**config.mk**
```make
export PLATFORM = sky130hd
export DESIGN_NAME = comparator_floating_point
export DESIGN_NICKNAME = d
export VERILOG_FILES = /design/src/rtl/comparator_floating_point.sv
export SDC_FILE = /design/constraint.sdc
export NUM_CORES = 1
export LEC_CHECK = 0
export CAP_MARGIN = 20
export CORE_MARGIN = 2
export CORE_UTILIZATION = 38
export CTS_CLUSTER_DIAMETER = 60
export DETAILED_ROUTE_END_ITERATION = 10
export GPL_TIMING_DRIVEN = 1
export PLACE_DENSITY = 0.79
export SLEW_MARGIN = 20
export SYNTH_ARGS = -nofsm -noshare
export SYNTH_HDL_FRONTEND = slang
export SYNTH_SLANG_ARGS = --single-unit
```
**constraint.sdc**
```tcl
create_clock -name clk -period 1.3 [get_ports clk]
set_clock_uncertainty 0.1 [all_clocks]
set_input_delay 0.195 -clock clk [delete_from_list [all_inputs] [get_ports clk]]
set_output_delay 0.195 -clock clk [all_outputs]
set_load 0.03 [all_outputs]
```
**src/rtl/comparator_floating_point.sv**
```systemverilog
// Registered binary32 comparator: one less/equal/greater/unordered decision per
// accepted operand pair, presented one clock after acceptance.
module comparator_floating_point (
  input  logic        clk,
  input  logic        rst_n,
  input  logic        in_valid,
  input  logic [31:0] in1,
  input  logic [31:0] in2,
  output logic        l,
  output logic        e,
  output logic        g,
  output logic        unordered,
  output logic        out_valid
);

  // Handshake: no backpressure. A pair is accepted on every rising edge where
  // in_valid=1; its result is shown for the following cycle with out_valid=1.
  // While in_valid=0 the result flags keep the last accepted decision.

  logic        nan1, nan2;
  logic        both_zero;
  logic        sign1, sign2;
  logic [30:0] mag1, mag2;
  logic        mag_lt, mag_eq;
  logic        l_c, e_c, g_c, u_c;

  assign sign1 = in1[31];
  assign sign2 = in2[31];
  assign mag1  = in1[30:0];
  assign mag2  = in2[30:0];

  assign nan1      = (in1[30:23] == 8'hff) && (in1[22:0] != 23'd0);
  assign nan2      = (in2[30:23] == 8'hff) && (in2[22:0] != 23'd0);
  assign both_zero = (mag1 == 31'd0) && (mag2 == 31'd0);

  // Sign-magnitude encoding makes the unsigned compare of bits[30:0] exact for
  // every non-NaN value, denormals and infinities included.
  assign mag_lt = mag1 < mag2;
  assign mag_eq = mag1 == mag2;

  always_comb begin
    l_c = 1'b0;
    e_c = 1'b0;
    g_c = 1'b0;
    u_c = 1'b0;
    if (nan1 || nan2) begin
      u_c = 1'b1;
    end else if (both_zero) begin
      e_c = 1'b1;
    end else if (sign1 != sign2) begin
      l_c = sign1;
      g_c = sign2;
    end else if (!sign1) begin
      l_c = mag_lt;
      e_c = mag_eq;
      g_c = !mag_lt && !mag_eq;
    end else begin
      // Both negative: larger magnitude is the lesser value.
      g_c = mag_lt;
      e_c = mag_eq;
      l_c = !mag_lt && !mag_eq;
    end
  end

  always_ff @(posedge clk or negedge rst_n) begin
    if (!rst_n) begin
      l         <= 1'b0;
      e         <= 1'b0;
      g         <= 1'b0;
      unordered <= 1'b0;
      out_valid <= 1'b0;
    end else begin
      out_valid <= in_valid;
      if (in_valid) begin
        l         <= l_c;
        e         <= e_c;
        g         <= g_c;
        unordered <= u_c;
      end
    end
  end

endmodule

```
== Word-level counts from Yosys, hierarchy flattened ==
Cells that the tools add are included.

* Register bits after elaboration: 5
* Bits of input ports: 67
* Logic and storage cells: 33

* Order comparisons: 1
* Equality and inequality tests: 4
* Mux-type cells: 12
* Reductions and logical operators: 11

{| class="wikitable"
|+ Operator list
! operator !! number
|-
| 31-bit logical NOT || 2
|-
| 23-bit nonzero test || 2
|-
| 31-bit equality test || 1
|-
| 31-bit less-than comparator || 1
|-
| 8-bit equality test, second input constant || 2
|-
| 1-bit 2-to-1 mux || 12
|-
| 1-bit logical AND || 4
|-
| 1-bit logical NOT || 2
|-
| 1-bit logical OR || 1
|-
| 1-bit inequality test || 1
|}

== Depth between registers and ports, before layout ==
Gate-level depths: netlist (run 1).

* Depth after elaboration: 7
* Depth in mapped cells: 8

== Worst setup path after synthesis (run 1) ==
OpenSTA, ideal clock, no wires.

* Path kind: input port to flip-flop
* Start: in in2[26]
* End: reg g
* Data arrival time: 1,676 ps
* Required time: 1,106 ps
* Slack: -570 ps
* Stages on the path: 8
* Path buffers: 0
* Cells stage by stage: inv_1 ha_1 and4_1 and3_1 a221o_1 a211oi_2 a211oi_1 a211oi_1

* Word-level cells in the longest chain between the ends: 7

{| class="wikitable"
|+ Ends and longest elaborated chain
! what !! RTL line !! text
|-
| from (decl) || 8 || <nowiki>input logic [31:0] in2,</nowiki>
|-
| 31-bit less-than comparator or 31-bit equality test (tied branches) || 38, 39 ||
|-
| 1-bit logical NOT || 56 || <nowiki>g_c = !mag_lt && !mag_eq;</nowiki>
|-
| 1-bit logical AND || 56 ||
|-
| 1-bit 2-to-1 mux || 53 || <nowiki>end else if (!sign1) begin</nowiki>
|-
| 1-bit 2-to-1 mux || 50 || <nowiki>end else if (sign1 != sign2) begin</nowiki>
|-
| 1-bit 2-to-1 mux || 48 || <nowiki>end else if (both_zero) begin</nowiki>
|-
| 1-bit 2-to-1 mux * || 46 || <nowiki>if (nan1 || nan2) begin</nowiki>
|-
| to (signal assigned) || 77 || <nowiki>g <= g_c;</nowiki>
|-
| to (decl) || 11 || <nowiki>output logic g,</nowiki>
|}

Every way passes the cells marked *; elsewhere a longest branch is shown, timed or not.
A chain may end at the register's enable or synchronous reset.

== Worst setup path after layout (run 1) ==
* Start: in in1[27]
* End: reg g

* Word-level cells in the longest chain between the ends: 7

{| class="wikitable"
|+ Ends and longest elaborated chain
! what !! RTL line !! text
|-
| from (decl) || 7 || <nowiki>input logic [31:0] in1,</nowiki>
|-
| 31-bit less-than comparator or 31-bit equality test (tied branches) || 38, 39 ||
|-
| 1-bit logical NOT || 56 ||
|-
| 1-bit logical AND || 56 ||
|-
| 1-bit 2-to-1 mux || 53 ||
|-
| 1-bit 2-to-1 mux || 50 ||
|-
| 1-bit 2-to-1 mux || 48 ||
|-
| 1-bit 2-to-1 mux * || 46 ||
|}

Marked as above.

==> results of run 1 <==
cell families (layout without fill, tap and decap cells):
logic type,count (synthesis),after routing,synth area share
XOR/XNOR,1,1,0.00721
AO/OA/AOI/OAI,36,36,0.211
buffers and inverters,33,144,0.102
AND/OR/NAND/NOR,55,55,0.257
flip-flops,5,5,0.103
adder cells (fa/ha/maj),31,31,0.319
layer usage:
layer / up-vias / part of all wire
li1: 827 / -
met1: 874 / 0.35
met2: 104 / 0.52
met3: 40 / 0.078
met4: 0 / 0.057
met5: - / 0
worst paths after layout:
| path | from | end |
|---|---|---|
| worst max-delay path | in1[27] | g |
| worst min-delay path | rst_n | out_valid |
| worst max register to register | g | g |
| max in group asynchronous | rst_n | l |
| min in group clk | in_valid | out_valid |
| worst min register to register | unordered | unordered |
Yosys cell counts (all sizes together) (2+ instances only):
library cell  count
a211oi            5
a21o              4
a21oi            15
and3              2
and4              2
dfrtp             5
ha               31
inv              33
nand2             5
nand3             5
nand4            12
nor2              8
nor2b             3
nor3              2
nor4             14
o21ai             5
sequential cells by signal, indices dropped and copies added (netlist names):
name	count
e	1
g	1
unordered	1
out_valid	1
l	1
cells in the final DEF (no fill, tap or decap), types with 3 or more instances in the layout:
cell	Yosys	routed
ha_1	31	8
nor2_2	0	3
nor2b_1	3	3
a211oi_2	1	4
nand4_1	12	12
a21oi_2	0	13
dlygate4sd2_1	0	6
clkdlybuf4s50_1	0	4
buf_2	0	15
nand3_1	5	4
clkbuf_4	0	3
o21ai_1	0	4
dfrtp_1	5	5
nand2_1	5	5
buf_8	0	4
clkdlybuf4s15_1	0	9
ha_4	0	22
nor4_1	14	4
buf_6	0	11
inv_2	0	13
nor2_1	8	3
clkbuf_2	0	13
clkdlybuf4s15_2	0	7
nor4_2	0	8
buf_4	0	37
inv_1	33	14
worst max-delay path: cells and delay by family:
family                     cells  cell delay, ns
adders and majority gates      1            0.33
AOI/OAI and AO/OA              3            0.56
and+or+nand+nor                2            0.49
buffers and inverters          2            0.35
power by group:
part	switching (mW)	internal, mW	total [mW]
Sequential	0.00682	0.169	0.175
Combinational	0.413	0.442	0.855
Clock	0.0884	0.118	0.206
Total	0.508	0.729	1.24
what timing repair did:
action,in CTS,in global routing
buffers inserted,11,2
gates resized for setup,261,40
setup endpoints to repair,5,4
pin swaps,55,34
through the flow:
stage	TNS [ns]	hold slack [ns]	area (um2)	cells	utilization
after floorplan	-1.06	-0.201	1380	161	-
after global placement	-4.17	0.324	2370	307	0.775
after detailed placement	-4.50	0.339	2370	307	0.775
after CTS	-1.31	0.0782	2680	316	0.877
after global routing	-1.76	0.0888	2710	316	0.887
final	-1.68	0.0689	2710	316	0.887
area by class of cell:
class / instances / share of cell area
inverter: 33 / 0.0596
clock buffer: 4 / 0.00970
tap: 44 / 0.0203
multi-input combinational: 123 / 0.538
sequential: 5 / 0.0462
timing repair buffer: 107 / 0.326
==> metrics.txt, run 1 <==
# TYPE chip_impl_metric gauge
chip_impl_metric{name="detailedRoute.firstPassIterationCount",unit=""} 4
chip_impl_metric{name="number_of_unique_standard_cell_types_used_by_synthesis",unit=""} 28
chip_impl_metric{name="drive_above_1_share",unit=""} 0.647
chip_impl_metric{name="global_placement_routability_congestion",unit=""} 0.874
chip_impl_info{name="ctsRootBufferMaster",value="clkbuf_4"} 1
chip_impl_metric{name="netlist_area",unit="um2"} 1210
chip_impl_metric{name="nets",unit=""} 371
chip_impl_metric{name="tightestPinTransition",unit="ns"} 0.364
chip_impl_metric{name="post_synth_edffs",unit=""} 0
chip_impl_metric{name="final_period_minus_worst_setup_slack",unit="ns"} 1.85
chip_impl_metric{name="area.growth.synth_to_final",unit="%"} 123
chip_impl_metric{name="num_io_pins",unit=""} 72
chip_impl_metric{name="dp_slack",unit="ns"} -1.34
chip_impl_metric{name="synth_nets",unit=""} 259
chip_impl_metric{name="timing.fmax",unit="GHz"} 0.540
chip_impl_metric{name="count_of_buffers_from_port_buffering",unit=""} 71
chip_impl_metric{name="syn_area_per_cell",unit="um2"} 7.55
chip_impl_metric{name="finalHoldViolCount",unit=""} 0
chip_impl_metric{name="floorplan.die_area",unit="um2"} 3670
chip_impl_metric{name="largest_stage_delay_worst_path",unit="ns"} 0.33
chip_impl_info{name="worst_setup_path_start_kind",value="input pin"} 1
chip_impl_metric{name="final_critical_path_share_of_the_clock_period",unit=""} 1.43
chip_impl_metric{name="grtUsageMet3",unit=""} 0.0896
chip_impl_metric{name="ys_async_sr_fraction",unit=""} 1.00
chip_impl_metric{name="postRouteWirelength",unit="um"} 6440
chip_impl_info{name="unrepaired_setup_endpoints_after_global_routing",value="true"} 1
chip_impl_metric{name="numCtsBuffers",unit=""} 3
chip_impl_metric{name="initial_utilization",unit=""} 0.398
chip_impl_metric{name="drt_iter0_drc",unit=""} 77
chip_impl_metric{name="cts-htree-levels",unit=""} 1
chip_impl_info{name="worst_path_max_delay_cell",value="ha_1"} 1
chip_impl_metric{name="cellLeakagePower",unit="nW"} 1.18
chip_impl_info{name="yosys_most_used_dff",value="dfrtp_1"} 1
chip_impl_info{name="synth.top_cells.by_area",value="ha_1 (32%), dfrtp_1 (10%), inv_1 (10%)"} 1
chip_impl_metric{name="groute.usage.overall",unit=""} 0.344
chip_impl_metric{name="finalSetupViolCount",unit=""} 4
chip_impl_metric{name="grt_antenna_before_repair",unit=""} 0
chip_impl_metric{name="num_rows",unit=""} 20
chip_impl_metric{name="post_synth_inst_count",unit=""} 161
chip_impl_info{name="violations",value="negative setup slack"} 1
chip_impl_info{name="holdCritPathClass",value="input pin to asynchronous set/reset pin"} 1
chip_impl_metric{name="setup_slack",unit="ns"} -0.553
chip_impl_metric{name="ir_worst_vdd",unit="mV"} 0.511
chip_impl_metric{name="critical_path.max_fanout",unit=""} 3
chip_impl_metric{name="final_antenna_net_count",unit=""} 0
chip_impl_metric{name="grt_first_pass_wirelength",unit="um"} 9180
chip_impl_metric{name="route.detailed.wl_per_inst",unit="um"} 20.4
chip_impl_info{name="status",value="complete, but fails checks"} 1
chip_impl_metric{name="synthDominantCellAreaShare",unit=""} 0.319
chip_impl_metric{name="worst_skew_pair.late_latency",unit="ns"} 0.26
chip_impl_metric{name="finalPower",unit="mW"} 1.24
chip_impl_metric{name="timing.reg2reg.worst_path_depth",unit=""} 3
chip_impl_info{name="critical_path_cell_sequence",value="clkdlybuf4s15_1 -> ha_1 -> buf_4 -> nand4_1 -> nor2_4 -> o41ai_4 -> a21bo_2 -> a211oi_2"} 1
chip_impl_metric{name="hpwlAfterDp",unit="um"} 4280
chip_impl_metric{name="cts_hold_repair.buffers",unit=""} 0
chip_impl_info{name="path_class",value="input pin to flop"} 1
chip_impl_metric{name="design.core.area",unit="um2"} 3050
chip_impl_metric{name="globalRouteMet1Util",unit=""} 0.354
chip_impl_info{name="tritoncts",value="done"} 1
chip_impl_metric{name="cts.reportedPaths.clkPinSlew",unit="ns"} 0.05
chip_impl_metric{name="chipHeight",unit="um"} 60.5
chip_impl_info{name="grt.busiest_layer",value="met2"} 1
chip_impl_metric{name="final.fill_count",unit=""} 140
chip_impl_metric{name="residual_overflow_from_global_routing",unit=""} 0
chip_impl_metric{name="ff_latch_area",unit="um2"} 125
chip_impl_info{name="dominant_cell_type_by_area_after_synthesis",value="ha_1"} 1
chip_impl_metric{name="maximum_number_of_pins_on_one_net_before_global_route_repair",unit=""} 7
chip_impl_metric{name="synth_seq_cells",unit=""} 5
chip_impl_metric{name="critPathRequiredTime",unit="ns"} 1.38
chip_impl_metric{name="detailroute.via_count",unit=""} 1845
chip_impl_metric{name="synth.yosys.warnings",unit=""} 0
chip_impl_metric{name="maxSlewHeadroom",unit=""} 0.757
chip_impl_metric{name="grt_use_met2",unit=""} 0.643
chip_impl_info{name="critPathCaptureType",value="flop"} 1
chip_impl_metric{name="finalMaxSlewViolations",unit=""} 0
chip_impl_metric{name="cp_data_arrival_time",unit="ns"} 1.93
chip_impl_metric{name="drt-vias-per-instance",unit=""} 5.84
chip_impl_metric{name="clock_tree.buffer_depth",unit=""} 2
chip_impl_metric{name="ys_seq_area_frac",unit=""} 0.103
chip_impl_metric{name="grt_pass1_vias",unit=""} 1971
chip_impl_metric{name="floorplan.die.width",unit="um"} 60.5
chip_impl_metric{name="antenna-diode-count",unit=""} 0
chip_impl_metric{name="sinks_on_clock_net",unit=""} 5
chip_impl_metric{name="post-route-drc-count",unit=""} 0
chip_impl_metric{name="maxCapViolCount",unit=""} 0
chip_impl_metric{name="cellPowerDensity",unit="nW/um2"} 457
chip_impl_metric{name="worst-r2r-setup-slack",unit="ns"} 0.12
chip_impl_metric{name="multiInputGateArea",unit="um2"} 1460
Note: power is estimated with default switching activity, not from simulation.
==> run 2: changes to the inputs <==
--- a/config.mk
+++ b/config.mk
@@ -5,13 +5,14 @@
 export SDC_FILE = /design/constraint.sdc
 export NUM_CORES = 1
 export LEC_CHECK = 0
+export ABC_AREA = 1
 export CAP_MARGIN = 20
 export CORE_MARGIN = 2
-export CORE_UTILIZATION = 38
+export CORE_UTILIZATION = 41
 export CTS_CLUSTER_DIAMETER = 60
 export DETAILED_ROUTE_END_ITERATION = 10
 export GPL_TIMING_DRIVEN = 1
-export PLACE_DENSITY = 0.79
+export PLACE_DENSITY = 0.8
 export SLEW_MARGIN = 20
 export SYNTH_ARGS = -nofsm -noshare
 export SYNTH_HDL_FRONTEND = slang
==> run 2 against run 1 <==
The flow still finishes with violations (negative setup slack). Hold slack improved by 0.0091 ns. Clock power fell by 13%. Utilization down 3.4 points. Area after synthesis up 19%. Combinational power rose by 11%. Critical endpoint is now l.
==> metrics.txt, run 2 <==
# TYPE chip_impl_metric gauge
chip_impl_metric{name="cts.reportedPaths.clkPinSlew",unit="ns"} 0.04
chip_impl_metric{name="grt_pass1_vias",unit=""} 2072
chip_impl_metric{name="final_period_minus_worst_setup_slack",unit="ns"} 1.52
chip_impl_metric{name="finalHoldViolCount",unit=""} 0
chip_impl_metric{name="synth_seq_cells",unit=""} 5
chip_impl_metric{name="tightestPinTransition",unit="ns"} 0.305
chip_impl_info{name="worst_path_max_delay_cell",value="ha_4"} 1
chip_impl_info{name="final_common_cell",value="nand2_1"} 1
chip_impl_info{name="worst_setup_path_start_kind",value="input pin"} 1
chip_impl_metric{name="setup_slack",unit="ns"} -0.220
chip_impl_metric{name="synth.yosys.warnings",unit=""} 0
chip_impl_info{name="holdCritPathClass",value="input pin to asynchronous set/reset pin"} 1
chip_impl_metric{name="final_antenna_net_count",unit=""} 0
chip_impl_metric{name="finalMaxSlewViolations",unit=""} 0
chip_impl_metric{name="sinks_on_clock_net",unit=""} 5
chip_impl_metric{name="route.detailed.wl_per_inst",unit="um"} 16.0
chip_impl_metric{name="nets",unit=""} 468
chip_impl_metric{name="hold-worst-slack",unit="ns"} 0.0780
chip_impl_info{name="dominant_cell_type_by_area_after_synthesis",value="ha_1"} 1
chip_impl_metric{name="dpl.cell_count",unit=""} 405
chip_impl_info{name="yosys_most_used_dff",value="dfrtp_1"} 1
chip_impl_metric{name="netlist_area",unit="um2"} 1440
chip_impl_info{name="synth.top_cells.by_area",value="ha_1 (27%), nand2_1 (19%), inv_1 (13%)"} 1
chip_impl_metric{name="worst_skew_pair.late_latency",unit="ns"} 0.24
chip_impl_metric{name="drive_above_1_share",unit=""} 0.556
chip_impl_metric{name="postRouteWirelength",unit="um"} 6650
chip_impl_info{name="status",value="complete, but fails checks"} 1
chip_impl_metric{name="grt_antenna_before_repair",unit=""} 0
chip_impl_metric{name="cellLeakagePower",unit="nW"} 1.43
chip_impl_metric{name="floorplan.die.width",unit="um"} 63.3
chip_impl_metric{name="floorplan.die_area",unit="um2"} 4010
chip_impl_metric{name="design.core.area",unit="um2"} 3360
chip_impl_metric{name="ys_seq_area_frac",unit=""} 0.0868
chip_impl_metric{name="timing.critical_path.buf_inv",unit=""} 3
chip_impl_info{name="tritoncts",value="done"} 1
chip_impl_metric{name="critPathRequiredTime",unit="ns"} 1.38
chip_impl_metric{name="post-route-drc-count",unit=""} 0
chip_impl_metric{name="synthDominantCellAreaShare",unit=""} 0.269
chip_impl_metric{name="largest_stage_delay_worst_path",unit="ns"} 0.26
chip_impl_metric{name="num_io_pins",unit=""} 72
chip_impl_metric{name="finalSetupViolCount",unit=""} 4
chip_impl_metric{name="initial_utilization",unit=""} 0.429
chip_impl_info{name="cp_common_cell",value="nand2_1"} 1
chip_impl_metric{name="fin_cells",unit=""} 415
chip_impl_metric{name="maximum_number_of_pins_on_one_net_before_global_route_repair",unit=""} 6
chip_impl_metric{name="critical_path.max_fanout",unit=""} 3
chip_impl_metric{name="number_of_unique_standard_cell_types_used_by_synthesis",unit=""} 18
chip_impl_metric{name="hpwlAfterDp",unit="um"} 3940
chip_impl_metric{name="maxSlewHeadroom",unit=""} 0.797
chip_impl_metric{name="drt_iter0_drc",unit=""} 143
chip_impl_metric{name="cts_hold_repair.buffers",unit=""} 0
chip_impl_metric{name="final.fill_count",unit=""} 211
chip_impl_metric{name="timing.fmax",unit="GHz"} 0.658
chip_impl_metric{name="maxCapViolCount",unit=""} 0
chip_impl_info{name="path_class",value="input pin to flop"} 1
chip_impl_metric{name="post_synth_edffs",unit=""} 0
chip_impl_info{name="unrepaired_setup_endpoints_after_global_routing",value="true"} 1
chip_impl_metric{name="synth_nets",unit=""} 354
chip_impl_metric{name="ir_worst_vdd",unit="mV"} 0.208
chip_impl_info{name="critical-path-top-delay-family",value="simple AND/OR/NAND/NOR gates"} 1
chip_impl_metric{name="groute.usage.overall",unit=""} 0.276
chip_impl_metric{name="global_placement_routability_congestion",unit=""} 0.800
chip_impl_metric{name="post_synth_inst_count",unit=""} 256
chip_impl_metric{name="syn_area_per_cell",unit="um2"} 5.63
chip_impl_metric{name="final_design_utilization",unit=""} 0.853
chip_impl_info{name="ys_top_cells_by_count",value="nand2_1 (73), inv_1 (49), nor2_1 (47)"} 1
chip_impl_metric{name="detailedRoute.firstPassIterationCount",unit=""} 4
chip_impl_info{name="most-common-layout-cells",value="nand2_1 (54), buf_4 (43), nor2_1 (42), clkbuf_2 (32), inv_2 (27)"} 1
chip_impl_metric{name="count_of_buffers_from_port_buffering",unit=""} 71
chip_impl_metric{name="clock_tree.buffer_depth",unit=""} 2
chip_impl_metric{name="antenna-diode-count",unit=""} 0
chip_impl_info{name="critical_path_cell_sequence",value="clkdlybuf4s15_2 -> inv_2 -> ha_4 -> buf_4 -> nand3_2 -> nor2_2 -> nand2_1 -> nand2_1 -> nand2_1 -> nand2_2 -> nand2_2 -> nand2_1 -> nand2_1 -> nand2_1"} 1
chip_impl_metric{name="num_rows",unit=""} 21
chip_impl_metric{name="area.growth.synth_to_final",unit="%"} 99.0
chip_impl_metric{name="ys_async_sr_fraction",unit=""} 1.00
chip_impl_metric{name="cp_data_arrival_time",unit="ns"} 1.60
chip_impl_metric{name="final_critical_path_share_of_the_clock_period",unit=""} 1.17
chip_impl_metric{name="cellPowerDensity",unit="nW/um2"} 454
chip_impl_metric{name="residual_overflow_from_global_routing",unit=""} 0
chip_impl_info{name="synth.most_common_cell",value="nand2_1"} 1
chip_impl_metric{name="cts-htree-levels",unit=""} 1
chip_impl_info{name="violations",value="negative setup slack"} 1
chip_impl_metric{name="grt_first_pass_wirelength",unit="um"} 8960
chip_impl_info{name="ctsRootBufferMaster",value="clkbuf_4"} 1
chip_impl_info{name="critPathCaptureType",value="flop"} 1
chip_impl_metric{name="numCtsBuffers",unit=""} 3
chip_impl_metric{name="detailroute.via_count",unit=""} 2176
chip_impl_metric{name="drt-vias-per-instance",unit=""} 5.24
chip_impl_metric{name="chipHeight",unit="um"} 63.3
## run 2: worst paths after layout
| kind | start | to | slack [ns] | depth (start not counted) |
|---|---|---|---|---|
| max in group asynchronous | rst_n | g | 0.83 | 1 |
| setup reg to reg | unordered | unordered | 0.54 | 2 |
| min in group clk | g | g | 0.38 | 2 |
| hold reg to reg | g | g | 0.38 | 2 |
| hold / removal | rst_n | unordered | 0.08 | 1 |
| setup / recovery | in2[8] | l | -0.22 | 14 |
## run 2: cell type report
cell class	count	area, um2	share of cell area
Timing Repair Buffer	109	806	0.281
Clock buffer	4	26.3	0.00916
Inverter	51	219	0.0763
Tap cell	46	57.6	0.0201
Sequential cell	5	125	0.0436
Multi-Input combinational cell	200	1640	0.570
## run 2: timing repair
action,4_1_cts,5_1_grt
endpoints found under the hold margin,0,0
setup endpoints to repair,7,5
resized for setup,193,131
pin swaps,44,48
setup buffers,4,3
## run 2: metrics by stage
stage	instance area [um2]	TNS, ns	worst slack [ns]	power [mW]
after detailed placement	2540	-3.11	-0.879	0.897
after global placement	2540	-2.95	-0.818	0.882
after CTS	2780	-0.471	-0.178	1.13
after global routing	2870	-1.02	-0.313	1.40
final	2870	-0.652	-0.220	1.30
after floorplan	1530	-0.398	-0.148	0.491
## run 2: logic make-up (layout without fill, tap and decap cells)
logic type / after synthesis / count (layout) / synth area share
AO/OA/AOI/OAI: 18 / 18 / 0.0686
AND/OR/NAND/NOR: 150 / 150 / 0.437
flip-flops: 5 / 5 / 0.0868
XOR/XNOR: 1 / 1 / 0.00608
buffers and inverters: 51 / 164 / 0.133
adder cells (fa/ha/maj): 31 / 31 / 0.269
## run 2: per-layer routing
metal | GRT usage | vias to the layer above | part of all wire
li1 | - | 1033 | -
met2 | 0.508 | 99 | 0.52
met5 | 0 | - | 0
met1 | 0.337 | 1020 | 0.39
met3 | 0.0339 | 24 | 0.060
met4 | 0.0707 | 0 | 0.036
## run 2: where the power goes
part / internal [mW] / leakage, nW / switching [mW]
combinational: 0.463 / 1.35 / 0.485
sequential: 0.169 / 0.0621 / 0.00615
clock: 0.116 / 0.0150 / 0.0641
total: 0.748 / 1.43 / 0.556
==> run 3: changes to the inputs <==
--- a/config.mk
+++ b/config.mk
@@ -12,6 +12,7 @@
 export CTS_CLUSTER_DIAMETER = 60
 export DETAILED_ROUTE_END_ITERATION = 10
 export GPL_TIMING_DRIVEN = 1
+export MAX_ROUTING_LAYER = met4
 export PLACE_DENSITY = 0.8
 export SLEW_MARGIN = 20
 export SYNTH_ARGS = -nofsm -noshare
==> run 3 against run 2 <==
The run still ends with negative setup slack left. Worst setup slack barely moved. Sequential power barely moved. Sequential cell count did not move. Clock power barely moved. Wire length fell by 0.45%. Total power rose by 0.11%. Final cell count did not move. Register-to-register slack barely moved. Design area did not move.
==> metrics.txt, run 3 (synthesis gave the netlist of run 2 again) <==
# TYPE chip_impl_metric gauge
chip_impl_metric{name="cts_hold_repair.buffers",unit=""} 0
chip_impl_metric{name="tightestPinTransition",unit="ns"} 0.305
chip_impl_metric{name="cp_data_arrival_time",unit="ns"} 1.60
chip_impl_metric{name="nets",unit=""} 468
chip_impl_metric{name="maxCapViolCount",unit=""} 0
chip_impl_metric{name="initial_utilization",unit=""} 0.429
chip_impl_metric{name="maxSlewHeadroom",unit=""} 0.797
chip_impl_metric{name="count_of_buffers_from_port_buffering",unit=""} 71
chip_impl_metric{name="setup_slack",unit="ns"} -0.220
chip_impl_info{name="r2r_end",value="unordered"} 1
chip_impl_metric{name="postRouteWirelength",unit="um"} 6620
chip_impl_metric{name="drt_iter0_drc",unit=""} 127
chip_impl_metric{name="final_critical_path_share_of_the_clock_period",unit=""} 1.17
chip_impl_metric{name="power.sequential.fraction",unit=""} 0.134
chip_impl_metric{name="critical_path.max_fanout",unit=""} 3
chip_impl_metric{name="worst_skew_pair.late_latency",unit="ns"} 0.24
chip_impl_info{name="unrepaired_setup_endpoints_after_global_routing",value="true"} 1
chip_impl_info{name="critical_path.reg2reg.startpoint",value="unordered"} 1
chip_impl_info{name="violations",value="negative setup slack"} 1
chip_impl_info{name="critPathCaptureType",value="flop"} 1
chip_impl_metric{name="finalHoldViolCount",unit=""} 0
chip_impl_metric{name="final_period_minus_worst_setup_slack",unit="ns"} 1.52
chip_impl_metric{name="internal_power",unit="mW"} 0.748
chip_impl_metric{name="global_placement_routability_congestion",unit=""} 0.812
chip_impl_metric{name="floorplan.die.width",unit="um"} 63.3
chip_impl_metric{name="detailedRoute.firstPassIterationCount",unit=""} 4
chip_impl_metric{name="swShare",unit=""} 0.427
chip_impl_metric{name="cts-htree-levels",unit=""} 1
chip_impl_metric{name="final_antenna_net_count",unit=""} 0
chip_impl_metric{name="worst-r2r-setup-slack",unit="ns"} 0.54
chip_impl_metric{name="timing.fmax",unit="GHz"} 0.658
chip_impl_metric{name="grt_pass1_vias",unit=""} 2073
chip_impl_metric{name="grt_first_pass_wirelength",unit="um"} 8960
chip_impl_metric{name="hpwlAfterDp",unit="um"} 3940
chip_impl_info{name="status",value="complete, but fails checks"} 1
chip_impl_metric{name="critPathRequiredTime",unit="ns"} 1.38
chip_impl_metric{name="finalSetupViolCount",unit=""} 4
chip_impl_metric{name="drt-vias-per-instance",unit=""} 5.28
chip_impl_metric{name="sinks_on_clock_net",unit=""} 5
chip_impl_metric{name="antenna-diode-count",unit=""} 0
chip_impl_metric{name="chipHeight",unit="um"} 63.3
chip_impl_info{name="ctsRootBufferMaster",value="clkbuf_4"} 1
chip_impl_metric{name="timing.reg2reg.worst_path_depth",unit=""} 2
chip_impl_info{name="holdCritPathClass",value="input pin to asynchronous set/reset pin"} 1
chip_impl_metric{name="residual_overflow_from_global_routing",unit=""} 0
chip_impl_metric{name="groute.usage.overall",unit=""} 0.283
chip_impl_metric{name="pwr-share-comb",unit=""} 0.728
chip_impl_metric{name="num_io_pins",unit=""} 72
chip_impl_metric{name="post-route-drc-count",unit=""} 0
chip_impl_metric{name="route.detailed.wl_per_inst",unit="um"} 16.0
chip_impl_metric{name="detailroute.via_count",unit=""} 2192
chip_impl_metric{name="dpl_cell_area",unit="um2"} 2540
chip_impl_metric{name="ir_worst_vdd",unit="mV"} 0.208
chip_impl_metric{name="maximum_number_of_pins_on_one_net_before_global_route_repair",unit=""} 6
chip_impl_metric{name="share_clk_of_total_power",unit=""} 0.138
chip_impl_metric{name="drive_above_1_share",unit=""} 0.556
chip_impl_metric{name="num_rows",unit=""} 21
chip_impl_metric{name="clock_tree.buffer_depth",unit=""} 2
chip_impl_metric{name="finish.instance_area",unit="um2"} 2870
chip_impl_metric{name="cellPowerDensity",unit="nW/um2"} 455
chip_impl_metric{name="grt_antenna_before_repair",unit=""} 0
chip_impl_info{name="worst_setup_path_start_kind",value="input pin"} 1
chip_impl_metric{name="finalMaxSlewViolations",unit=""} 0
chip_impl_metric{name="cts.reportedPaths.clkPinSlew",unit="ns"} 0.04
chip_impl_info{name="tritoncts",value="done"} 1
chip_impl_info{name="path_class",value="input pin to flop"} 1
chip_impl_metric{name="net_load_switching_power",unit="mW"} 0.557
chip_impl_metric{name="design.core.area",unit="um2"} 3360
chip_impl_metric{name="numCtsBuffers",unit=""} 3
chip_impl_metric{name="finalPower",unit="mW"} 1.30
chip_impl_metric{name="floorplan.die_area",unit="um2"} 4010
chip_impl_info{name="most-common-layout-cells",value="nand2_1 (54), buf_4 (43), nor2_1 (42), clkbuf_2 (32), inv_2 (27)"} 1
chip_impl_info{name="final_common_cell",value="nand2_1"} 1
chip_impl_metric{name="area.growth.synth_to_final",unit="%"} 99.0
chip_impl_metric{name="cellLeakagePower",unit="nW"} 1.43
chip_impl_metric{name="hold-worst-slack",unit="ns"} 0.0780
-- run 3: cell counts in the layout (fill, tap and decap cells not counted) --
Identical to the previous run, type by type.
-- run 3: repair_timing --
item                                    in CTS  in global routing
pin swaps                                   44                 48
endpoints found under the setup margin       7                  5
setup buffers                                4                  3
gates resized for setup                    193                131
-- run 3: worst max path at each step --
stage / from / depth (start not counted) / endpoint / slack [ns]
floorplan: in2[28] / 11 / g / -0.15
global route: in2[8] / 14 / l / -0.31
global placement: in2[27] / 12 / g / -0.82
detailed placement: in2[28] / 13 / g / -0.88
finish: in2[8] / 14 / l / -0.22
CTS: in2[28] / 13 / l / -0.18
-- run 3: layout make-up --
class | count | area [um2]
multi-input cells | 200 | 1640
repair buffers | 109 | 806
fillers | 211 | 494
inverters | 51 | 219
flip-flops and latches | 5 | 125
well taps | 46 | 57.6
clock buffers | 4 | 26.3
-- run 3: power groups by stage --
| stage | combinational, mW | clock, mW | sequential [mW] |
|---|---|---|---|
| 5_1_grt | 1.02 | 0.202 | 0.176 |
| 3_5_place_dp | 0.720 | 0 | 0.177 |
| 3_3_place_gp | 0.706 | 0 | 0.176 |
| 2_1_floorplan | 0.288 | 0 | 0.203 |
| 6_report | 0.949 | 0.180 | 0.175 |
| 4_1_cts | 0.772 | 0.184 | 0.175 |
-- run 3: layer usage --
layer  share of wire  routed length [um]  track usage  vias up
li1                -                   -            -     1028
met1            0.38                2530        0.337     1040
met2            0.52                3460        0.508      102
met3           0.061                 401       0.0339       22
met4           0.034                 227       0.0707        0
met5               0                   0            -        -
-- run 3: stage by stage --
stage / cells / TNS [ns] / worst slack (ns) / utilization
after floorplan: 256 / -0.398 / -0.148 / -
after global placement: 405 / -2.95 / -0.818 / 0.754
after detailed placement: 405 / -3.11 / -0.879 / 0.754
after CTS: 413 / -0.471 / -0.178 / 0.828
after global routing: 415 / -1.06 / -0.313 / 0.853
final: 415 / -0.599 / -0.220 / 0.853
-- run 3: worst max-delay path, stage by stage --
cell and delay (ns):
clkdlybuf4s15_2 0.20, inv_2 0.05, ha_4 0.26, buf_4 0.10
nand3_2 0.09, nor2_2 0.11, nand2_1 0.08, nand2_1 0.07
nand2_1 0.07, nand2_2 0.11, nand2_2 0.08, nand2_1 0.08
nand2_1 0.06, nand2_1 0.05
